===== config.mk =====
export PLATFORM = sky130hd
export DESIGN_NAME = regbank_write_arbiter
export DESIGN_NICKNAME = d
export VERILOG_FILES = /design/src/rtl/regbank_pkg.sv /design/src/rtl/regarb_starve_ctr.sv /design/src/rtl/regbank_write_arbiter.sv
export SDC_FILE = /design/constraint.sdc
export NUM_CORES = 1
export LEC_CHECK = 0
export CAP_MARGIN = 20
export CELL_PAD_IN_SITES_DETAIL_PLACEMENT = 0
export CELL_PAD_IN_SITES_GLOBAL_PLACEMENT = 1
export CORE_MARGIN = 5
export CORE_UTILIZATION = 25
export DETAILED_ROUTE_END_ITERATION = 16
export PLACE_DENSITY_LB_ADDON = 0.05
export SLEW_MARGIN = 20
export SYNTH_ARGS = -nofsm -noshare
export SYNTH_HDL_FRONTEND = slang
export SYNTH_SLANG_ARGS = --single-unit

===== constraint.sdc =====
create_clock -name clk -period 2.51 [get_ports clk]
set_input_delay 0.502 -clock clk [delete_from_list [all_inputs] [get_ports clk]]
set_output_delay 0.502 -clock clk [all_outputs]
set_load 0.005 [all_outputs]

===== src/rtl/regbank_pkg.sv =====
// Shared definitions for the 8088 register-bank write path: register codes,
// size/half-select encodings, arbiter state type and the write-request record.
package regbank_pkg;

  localparam logic [3:0] REG_AX    = 4'h0;
  localparam logic [3:0] REG_BX    = 4'h1;
  localparam logic [3:0] REG_CX    = 4'h2;
  localparam logic [3:0] REG_DX    = 4'h3;
  localparam logic [3:0] REG_SP    = 4'h4;
  localparam logic [3:0] REG_BP    = 4'h5;
  localparam logic [3:0] REG_SI    = 4'h6;
  localparam logic [3:0] REG_DI    = 4'h7;
  localparam logic [3:0] REG_IP    = 4'h8;
  localparam logic [3:0] REG_FLAGS = 4'h9;
  localparam logic [3:0] REG_CS    = 4'hA;
  localparam logic [3:0] REG_DS    = 4'hB;
  localparam logic [3:0] REG_SS    = 4'hC;
  localparam logic [3:0] REG_ES    = 4'hD;

  // Highest code the bank implements, and highest code with byte halves.
  localparam logic [3:0] REG_LAST      = REG_ES;
  localparam logic [3:0] REG_LAST_BYTE = REG_DX;

  localparam logic SIZE_8  = 1'b0;
  localparam logic SIZE_16 = 1'b1;
  localparam logic HL_LOW  = 1'b0;
  localparam logic HL_HIGH = 1'b1;

  typedef enum logic {
    S_RUN   = 1'b0,
    S_PAIR2 = 1'b1
  } arb_state_t;

  typedef struct packed {
    logic [3:0]  code;
    logic [15:0] data;
    logic        size;
    logic        hl;
  } wr_req_t;

  // A write the bank would ignore: unimplemented code, or a byte write to a
  // register that has no addressable halves.
  function automatic logic is_illegal_write(input wr_req_t req);
    return (req.code > REG_LAST) || ((req.size == SIZE_8) && (req.code > REG_LAST_BYTE));
  endfunction

endpackage


===== src/rtl/regarb_starve_ctr.sv =====
// Saturating count of consecutive cycles the BIU has waited while requesting.
// starve_hit flags that the BIU must be granted ahead of the EU.
module regarb_starve_ctr #(
  parameter int STARVE_LIMIT = 4,
  parameter int CNT_W        = 4
) (
  input  logic clk,
  input  logic reset,
  input  logic biu_valid,
  input  logic biu_ready,
  output logic starve_hit
);

  localparam logic [CNT_W-1:0] LIMIT = CNT_W'(STARVE_LIMIT);

  logic [CNT_W-1:0] cnt_reg;

  // Count lost BIU cycles (lock cycles included); clear on grant or idle.
  always_ff @(posedge clk or negedge reset) begin
    if (!reset) begin
      cnt_reg <= '0;
    end else if (biu_valid && !biu_ready) begin
      if (cnt_reg != LIMIT) begin
        cnt_reg <= cnt_reg + 1'b1;
      end
    end else begin
      cnt_reg <= '0;
    end
  end

  assign starve_hit = (cnt_reg == LIMIT);

endmodule


===== src/rtl/regbank_write_arbiter.sv =====
// Arbitrates the single register-bank write port between the EU and the BIU.
// EU has priority unless the BIU has starved; EU pair writes lock the port
// for a second cycle to emit the buffered B write. All wr_* are registered.
// Optional illegal-write check: define REGARB_ILLEGAL_CHK_EN.
module regbank_write_arbiter
  import regbank_pkg::*;
#(
  parameter int STARVE_LIMIT = 4,
  parameter int CNT_W        = 4
) (
  input  logic        clk,
  input  logic        reset,
  input  logic        eu_valid,
  output logic        eu_ready,
  input  logic        eu_pair,
  input  logic [3:0]  eu_reg_a,
  input  logic [15:0] eu_data_a,
  input  logic        eu_size,
  input  logic        eu_hl,
  input  logic [3:0]  eu_reg_b,
  input  logic [15:0] eu_data_b,
  input  logic        biu_valid,
  output logic        biu_ready,
  input  logic [3:0]  biu_reg,
  input  logic [15:0] biu_data,
  output logic        wr_en,
  output logic [3:0]  wr_reg,
  output logic [15:0] wr_data,
  output logic        wr_size,
  output logic        wr_hl,
  output logic        busy
`ifdef REGARB_ILLEGAL_CHK_EN
  ,
  output logic        err_illegal
`endif
);

  arb_state_t  state_reg, state_next;
  wr_req_t     out_reg, req_next;
  logic        wr_en_reg;
  logic        fire;
  logic        capture_b;
  logic [3:0]  b_code_reg;
  logic [15:0] b_data_reg;
  logic        starve_hit;

  regarb_starve_ctr #(
    .STARVE_LIMIT (STARVE_LIMIT),
    .CNT_W        (CNT_W)
  ) u_starve (
    .clk        (clk),
    .reset      (reset),
    .biu_valid  (biu_valid),
    .biu_ready  (biu_ready),
    .starve_hit (starve_hit)
  );

  // Grant, next write record and next state; request fields pass straight
  // into the output record so the bank sees them one edge after acceptance.
  always_comb begin
    eu_ready   = 1'b0;
    biu_ready  = 1'b0;
    fire       = 1'b0;
    capture_b  = 1'b0;
    req_next   = out_reg;
    state_next = state_reg;
    case (state_reg)
      S_RUN: begin
        if (starve_hit && biu_valid) begin
          biu_ready = 1'b1;
        end else if (eu_valid) begin
          eu_ready = 1'b1;
        end else if (biu_valid) begin
          biu_ready = 1'b1;
        end

        if (biu_ready) begin
          fire     = 1'b1;
          req_next = '{code: biu_reg, data: biu_data, size: SIZE_16, hl: HL_LOW};
        end else if (eu_ready) begin
          fire     = 1'b1;
          req_next = '{code: eu_reg_a, data: eu_data_a, size: eu_size,
                       hl: (eu_size ? HL_LOW : eu_hl)};
          if (eu_pair) begin
            capture_b  = 1'b1;
            state_next = S_PAIR2;
          end
        end
      end
      S_PAIR2: begin
        fire       = 1'b1;
        req_next   = '{code: b_code_reg, data: b_data_reg, size: SIZE_16, hl: HL_LOW};
        state_next = S_RUN;
      end
      default: begin
        state_next = S_RUN;
      end
    endcase
  end

  // State register and pair-B buffer; reset discards any pending B write.
  always_ff @(posedge clk or negedge reset) begin
    if (!reset) begin
      state_reg  <= S_RUN;
      b_code_reg <= '0;
      b_data_reg <= '0;
    end else begin
      state_reg <= state_next;
      if (capture_b) begin
        b_code_reg <= eu_reg_b;
        b_data_reg <= eu_data_b;
      end
    end
  end

`ifdef REGARB_ILLEGAL_CHK_EN
  logic err_reg;
  logic illegal;

  assign illegal = is_illegal_write(req_next);

  // Registered bank write port; illegal writes are flagged and suppressed.
  always_ff @(posedge clk or negedge reset) begin
    if (!reset) begin
      out_reg   <= '0;
      wr_en_reg <= 1'b0;
      err_reg   <= 1'b0;
    end else begin
      out_reg   <= req_next;
      wr_en_reg <= fire && !illegal;
      err_reg   <= fire && illegal;
    end
  end

  assign err_illegal = err_reg;
`else
  // Registered bank write port; every accepted write is forwarded as issued.
  always_ff @(posedge clk or negedge reset) begin
    if (!reset) begin
      out_reg   <= '0;
      wr_en_reg <= 1'b0;
    end else begin
      out_reg   <= req_next;
      wr_en_reg <= fire;
    end
  end
`endif

  assign wr_en   = wr_en_reg;
  assign wr_reg  = out_reg.code;
  assign wr_data = out_reg.data;
  assign wr_size = out_reg.size;
  assign wr_hl   = out_reg.hl;
  assign busy    = (state_reg == S_PAIR2);

endmodule


## Yosys cells after proc, flatten, opt, wreduce, memory -nomap -nowiden

Cells that the tools add are included.

| storage, ports and cells | value |
|---|---|
| flip-flop bits (word level) | 48 |
| output and inout bits | 26 |
| logic and storage cells | 41 |
| input bits | 67 |

| cells by class | value |
|---|---|
| multiplexer cells | 23 |
| bitwise gates (word level) | 1 |
| eq/ne operators | 4 |
| add/subtract/negate cells | 1 |
| reduce and logical (&&, ||, !) cells | 3 |

Operators by type and width:

| operator | number |
|---|---|
| 22-bit two-way mux | 2 |
| 22-bit one-hot mux with 2 select lines | 1 |
| 1-bit two-way mux | 16 |
| 4-bit two-way mux | 2 |
| 4-bit by 1-bit adder with 4-bit output (second input constant) | 1 |
| 4-bit by 3-bit == test with 1-bit output (second input constant) | 1 |
| 4-bit by 3-bit inequality test with 1-bit output (second input constant) | 1 |
| 1-bit one-hot mux with 2 select lines | 2 |
| 3-bit inequality test (second input constant) | 1 |
| 1-bit logical AND | 2 |
| 2-bit inequality test (second input constant) | 1 |
| 1-bit zero test | 1 |
| 1-bit inverter | 1 |

## Logic depth before layout (Yosys ltp)

| depth | value |
|---|---|
| depth in word-level cells | 8 |
| depth in mapped cells | 7 |
| mapped depth without buffers | 5 |

## Modules after synthesis

Synthesis repeated with hierarchy kept, for this count alone.

| second synthesis, totals | value |
|---|---|
| cell total of the unflattened synthesis | 224 |
| area, all modules | 2538.7 sq um |

By module, submodules not included:

| module | seq. area each (sq um) | cells each | area each (sq um) | times used |
|---|---|---|---|---|
| regbank_write_arbiter | 1101.1 | 203 | 2309.7 | 1 |
| regarb_starve_ctr | 100.1 | 21 | 229.0 | 1 |

## Worst setup path before layout

OpenSTA, ideal clock, no wires.

| timing | value |
|---|---|
| kind | register -> register |
| start point | register u_starve.cnt_reg[0] |
| end point | register b_data_reg[0] |
| period minus slack after synthesis | 1.838 ns |
| arrival time | 1.714 ns |
| data required time | 2.385 ns |
| cell stages (with the launch flop) | 8 |
| library setup time | 0.125 ns |
| slack | 0.672 ns |
| buffers on the path | 2 |
| cell sequence | dfrtp_1 > inv_1 > ha_1 > and4b_1 > buf_6 > nor3b_4 > buf_6 > mux2_2 |

| on the way | value |
|---|---|
| cells in the longest elaborated chain, start to end | 7 |
| elaborated cells on any way between the ends | 9 |
| classes of those cells | eq/ne: 1; mux: 7; reduce/logical: 1 |

Ends and longest elaborated chain:

| item | line | RTL |
|---|---|---|
| from (decl) | regarb_starve_ctr.sv:16 | `logic [CNT_W-1:0] cnt_reg;` |
| from (signal assigned) | regarb_starve_ctr.sv:24 | `cnt_reg <= cnt_reg + 1'b1;` |
| 4-bit by 3-bit == test with 1-bit output (*) | regarb_starve_ctr.sv:31 | `assign starve_hit = (cnt_reg == LIMIT);` |
| 1-bit logical AND (*) | regbank_write_arbiter.sv:69 | `if (starve_hit && biu_valid) begin` |
| 1-bit two-way mux | regbank_write_arbiter.sv:69 |  |
| 1-bit two-way mux | regbank_write_arbiter.sv:67 | `case (state_reg)` |
| 1-bit two-way mux | regbank_write_arbiter.sv:80 | `end else if (eu_ready) begin` |
| 1-bit two-way mux (*) | regbank_write_arbiter.sv:77 | `if (biu_ready) begin` |
| 1-bit two-way mux (*) | regbank_write_arbiter.sv:67 |  |
| to (signal assigned) | regbank_write_arbiter.sv:111 | `b_data_reg <= eu_data_b;` |
| to (decl) | regbank_write_arbiter.sv:44 | `logic [15:0] b_data_reg;` |

Mark *: on every way between the ends. The rest lies on a longest branch, timed or not. The select of a mux whose other input is x is not followed.
A chain may end at the register's enable or synchronous reset.

## Final worst setup path

| timing | value |
|---|---|
| start point | input biu_valid |
| end point | output eu_ready |

| on the way | value |
|---|---|
| cells in the longest elaborated chain, start to end | 4 |

Ends and longest elaborated chain:

| item | line | RTL |
|---|---|---|
| from (decl) | regbank_write_arbiter.sv:22 | `input logic biu_valid,` |
| 1-bit logical AND | regbank_write_arbiter.sv:69 |  |
| 1-bit two-way mux | regbank_write_arbiter.sv:69 |  |
| 1-bit two-way mux (2 in a row) | regbank_write_arbiter.sv:67 |  |
| to (decl) | regbank_write_arbiter.sv:14 | `output logic eu_ready,` |

No other way between the ends. The select of a mux whose other input is x is not followed.

==> out/qor.yml <==
run_status:
  outcome: "finished clean"
timing:
  slew_headroom: 0.651
  final_max_slew_viol_count: 0
  hold_violations: 0
  tns_ns: 0
  rsz0062_at_grt: "no"
  setup_violations: 0
  layout_min_cycle_time_ns: 2.35
  timing.final.crit_share: 0.938
  worst_pin_slew_ns: 0.524
  fmax_mhz: 425
  clock_skew_ns: 0.00541
  fin_ws_ns: 0.156
die:
  rows: 35
  ios: 93
  coreArea_mm2: 0.00924
  die_y_um: 107
  die-area_mm2: 0.0115
  initial_core_util: 0.256
  die-width_um: 107
routing:
  vias: 2176
  drt-wirelength-per-cell_um: 18.2
  drc: 0
  wl_um: 8210
  avgViaCountPerCell: 4.81
  drt_iter0_drc: 80
  ant_nets: 0
  dr.pass1.iters: 4
critical_path:
  path_class: "in -> out"
  startpoint_type: "input pin"
  crit_start: "biu_valid"
  crit_fanout: 4
  required_ns: 2.01
  r2r_start: "u_starve.cnt_reg[1]$_DFFE_PN0P_"
  crit_path_end_kind: "primary output"
  worst_ep_arrival_time_ns: 1.85
power:
  vdd_drop_max_mv: 0.240
  p_int_mw: 1.37
  switching_power_uw: 506
  switching_share: 0.270
  leakage_nw: 1.41
  power_frac_comb: 0.255
  power.density_mw_per_mm2: 524
  clkPwrFrac: 0.242
  seqPwrFrac: 0.503
clocking:
  cts.path.max_buffers: 2
  clkSinkCount: 48
  path_clk_slew_ns: 0.09
  cts_tree: "done"
  htree_levels: 2
  hold_buffers: 0
  clk_root_buffer_cell: "clkbuf_8"
  numCtsBuffers: 5
  clk-insertion-delay-late_ns: 0.30
grt:
  antenna_found_initial: 0
  grt_pass1_wl_um: 12900
  grt_remaining_overflow: 0
  grt_max_degree: 39
  grt_pass1_vias: 2351
  grt.total_usage: 0.145
synthesis:
  synthCells: 228
  syn_avg_cell_area_um2: 10.4
  synth_fp_nets: 297
  synth_area_mm2: 0.00236
  yosys_warnings: 0
  synth_flop_cell: "dfrtp_1"
  ys_types: 35
  synth-seq-cells: 48
  synth_edf_count: 0
  ys_seq_area_frac: 0.508
  async_flop_share: 1.00
layout:
  nNetsFinal: 392
  syn_to_final_growth_pct: 51.5
  drive_gt1_frac: 0.139
  fill_cells: 946
  antennaDiodeCount: 0
job:
  cap_violations: 0
place:
  pre_cts_slack_ns: 0.0847
  io_buffers: 92
  hpwl_um: 5580
  routabilityCongestion: 0.740
hold_path:
  hp-class: "in -> async"
## layer usage
layer / global-route usage / vias up / part of all wire
met5: 0 / - / 0
met4: 0.0356 / 0 / 0.0089
met3: 0.0331 / 8 / 0.044
met2: 0.246 / 57 / 0.49
met1: 0.187 / 1075 / 0.46
li1: - / 1036 / -
## cell families (layout without fill, tap and decap cells)
logic type,Yosys count,after routing,synth area share
buffers and inverters,27,122,0.0535
AND/OR/NAND/NOR,63,63,0.148
adder cells (fa/ha/maj),2,2,0.0106
flip-flops,48,48,0.508
multiplexers,21,21,0.0996
AO/OA/AOI/OAI,67,67,0.180
## layout make-up
type	instances	area [µm²]	share of cell area
Timing Repair Buffer	110	1070	0.300
Sequential cell	48	1200	0.336
Inverter	5	18.8	0.00524
Multi-Input combinational cell	153	1040	0.292
Clock buffer	6	72.6	0.0203
Tap cell	129	161	0.0451
Clock inverter	1	5.00	0.00140
## path summary, 6_finish.rpt
| check | endpoint | slack [ns] | cells past startpoint |
|---|---|---|---|
| max | eu_ready | 0.16 | 4 |
| min | wr_hl$_DFFE_PN0P_ | 0.16 | 1 |
| max reg2reg | b_data_reg[11]$_DFFE_PN0P_ | 0.58 | 7 |
| min reg2reg | wr_data[0]$_DFFE_PN0P_ | 0.49 | 2 |
| max in group asynchronous | wr_data[10]$_DFFE_PN0P_ | 1.79 | 2 |
| min in group clk | wr_data[0]$_DFFE_PN0P_ | 0.49 | 2 |
## power by group through the flow
| stage | Combinational (mW) | Clock (mW) | Sequential [mW] |
|---|---|---|---|
| final | 0.478 | 0.455 | 0.944 |
| after global routing | 0.525 | 0.494 | 0.960 |
| after CTS | 0.485 | 0.475 | 0.945 |
| after detailed placement | 0.484 | 0 | 0.959 |
| after global placement | 0.481 | 0 | 0.958 |
| after floorplan | 0.186 | 0 | 0.950 |
## repair_timing
action / CTS / global route
setup buffers: 0 / 1
cloned: 0 / 0
setup endpoints to repair: 1 / 1
resized for setup: 1 / 1
## Yosys cell counts, types with 2 or more instances
cell type  number  area [µm²]
a211oi_1        2        15.0
a21oi_1        20         100
a31oi_1        18         113
buf_2           2        10.0
buf_6           3        33.8
clkbuf_1       17        63.8
dfrtp_1        48        1200
ha_1            2        25.0
inv_1           5        18.8
mux2_1          5        56.3
mux2_2         15         169
nand2_1         2        7.51
nand2b_1        3        18.8
nand3_1         2        10.0
nand4_1        18         113
nor2_1         24        90.1
nor3_1          2        10.0
nor4_1          2        12.5
o211ai_1       19         143
o21ai_0         3        15.0
o31ai_1         2        15.0
## layout by cell type, fill, tap and decap left out, types with 2 or more instances in the layout
cell type / synthesis / layout
clkbuf_8: 0 / 5
nor2_1: 24 / 24
dfrtp_1: 48 / 48
nand2b_1: 3 / 3
o31ai_1: 2 / 2
o211ai_1: 19 / 19
nor4_1: 2 / 2
a31oi_1: 18 / 18
buf_4: 0 / 16
nand3_1: 2 / 2
nand2_1: 2 / 2
a211oi_1: 2 / 2
inv_1: 5 / 5
o21ai_0: 3 / 3
nand4_1: 18 / 18
buf_12: 0 / 2
a21oi_1: 20 / 20
clkdlybuf4s50_1: 0 / 90
mux2_1: 5 / 5
mux2_2: 15 / 15
## per-stage QoR
stage	util	hold WS (ns)	instances	total power, mW	cell area, µm²
2_1_floorplan	-	0.206	228	1.14	2360
3_3_place_gp	0.378	0.468	444	1.44	3490
3_5_place_dp	0.378	0.470	444	1.44	3490
4_1_cts	0.386	0.170	451	1.90	3570
5_1_grt	0.387	0.198	452	1.98	3580
6_report	0.387	0.159	452	1.88	3580
## worst max-delay path, stage by stage
cell and delay (ns):
clkdlybuf4s50_1 0.47, and4b_1 0.23, nor2_1 0.13, clkdlybuf4s50_1 0.51
Note: power is estimated with default switching activity, not from simulation.
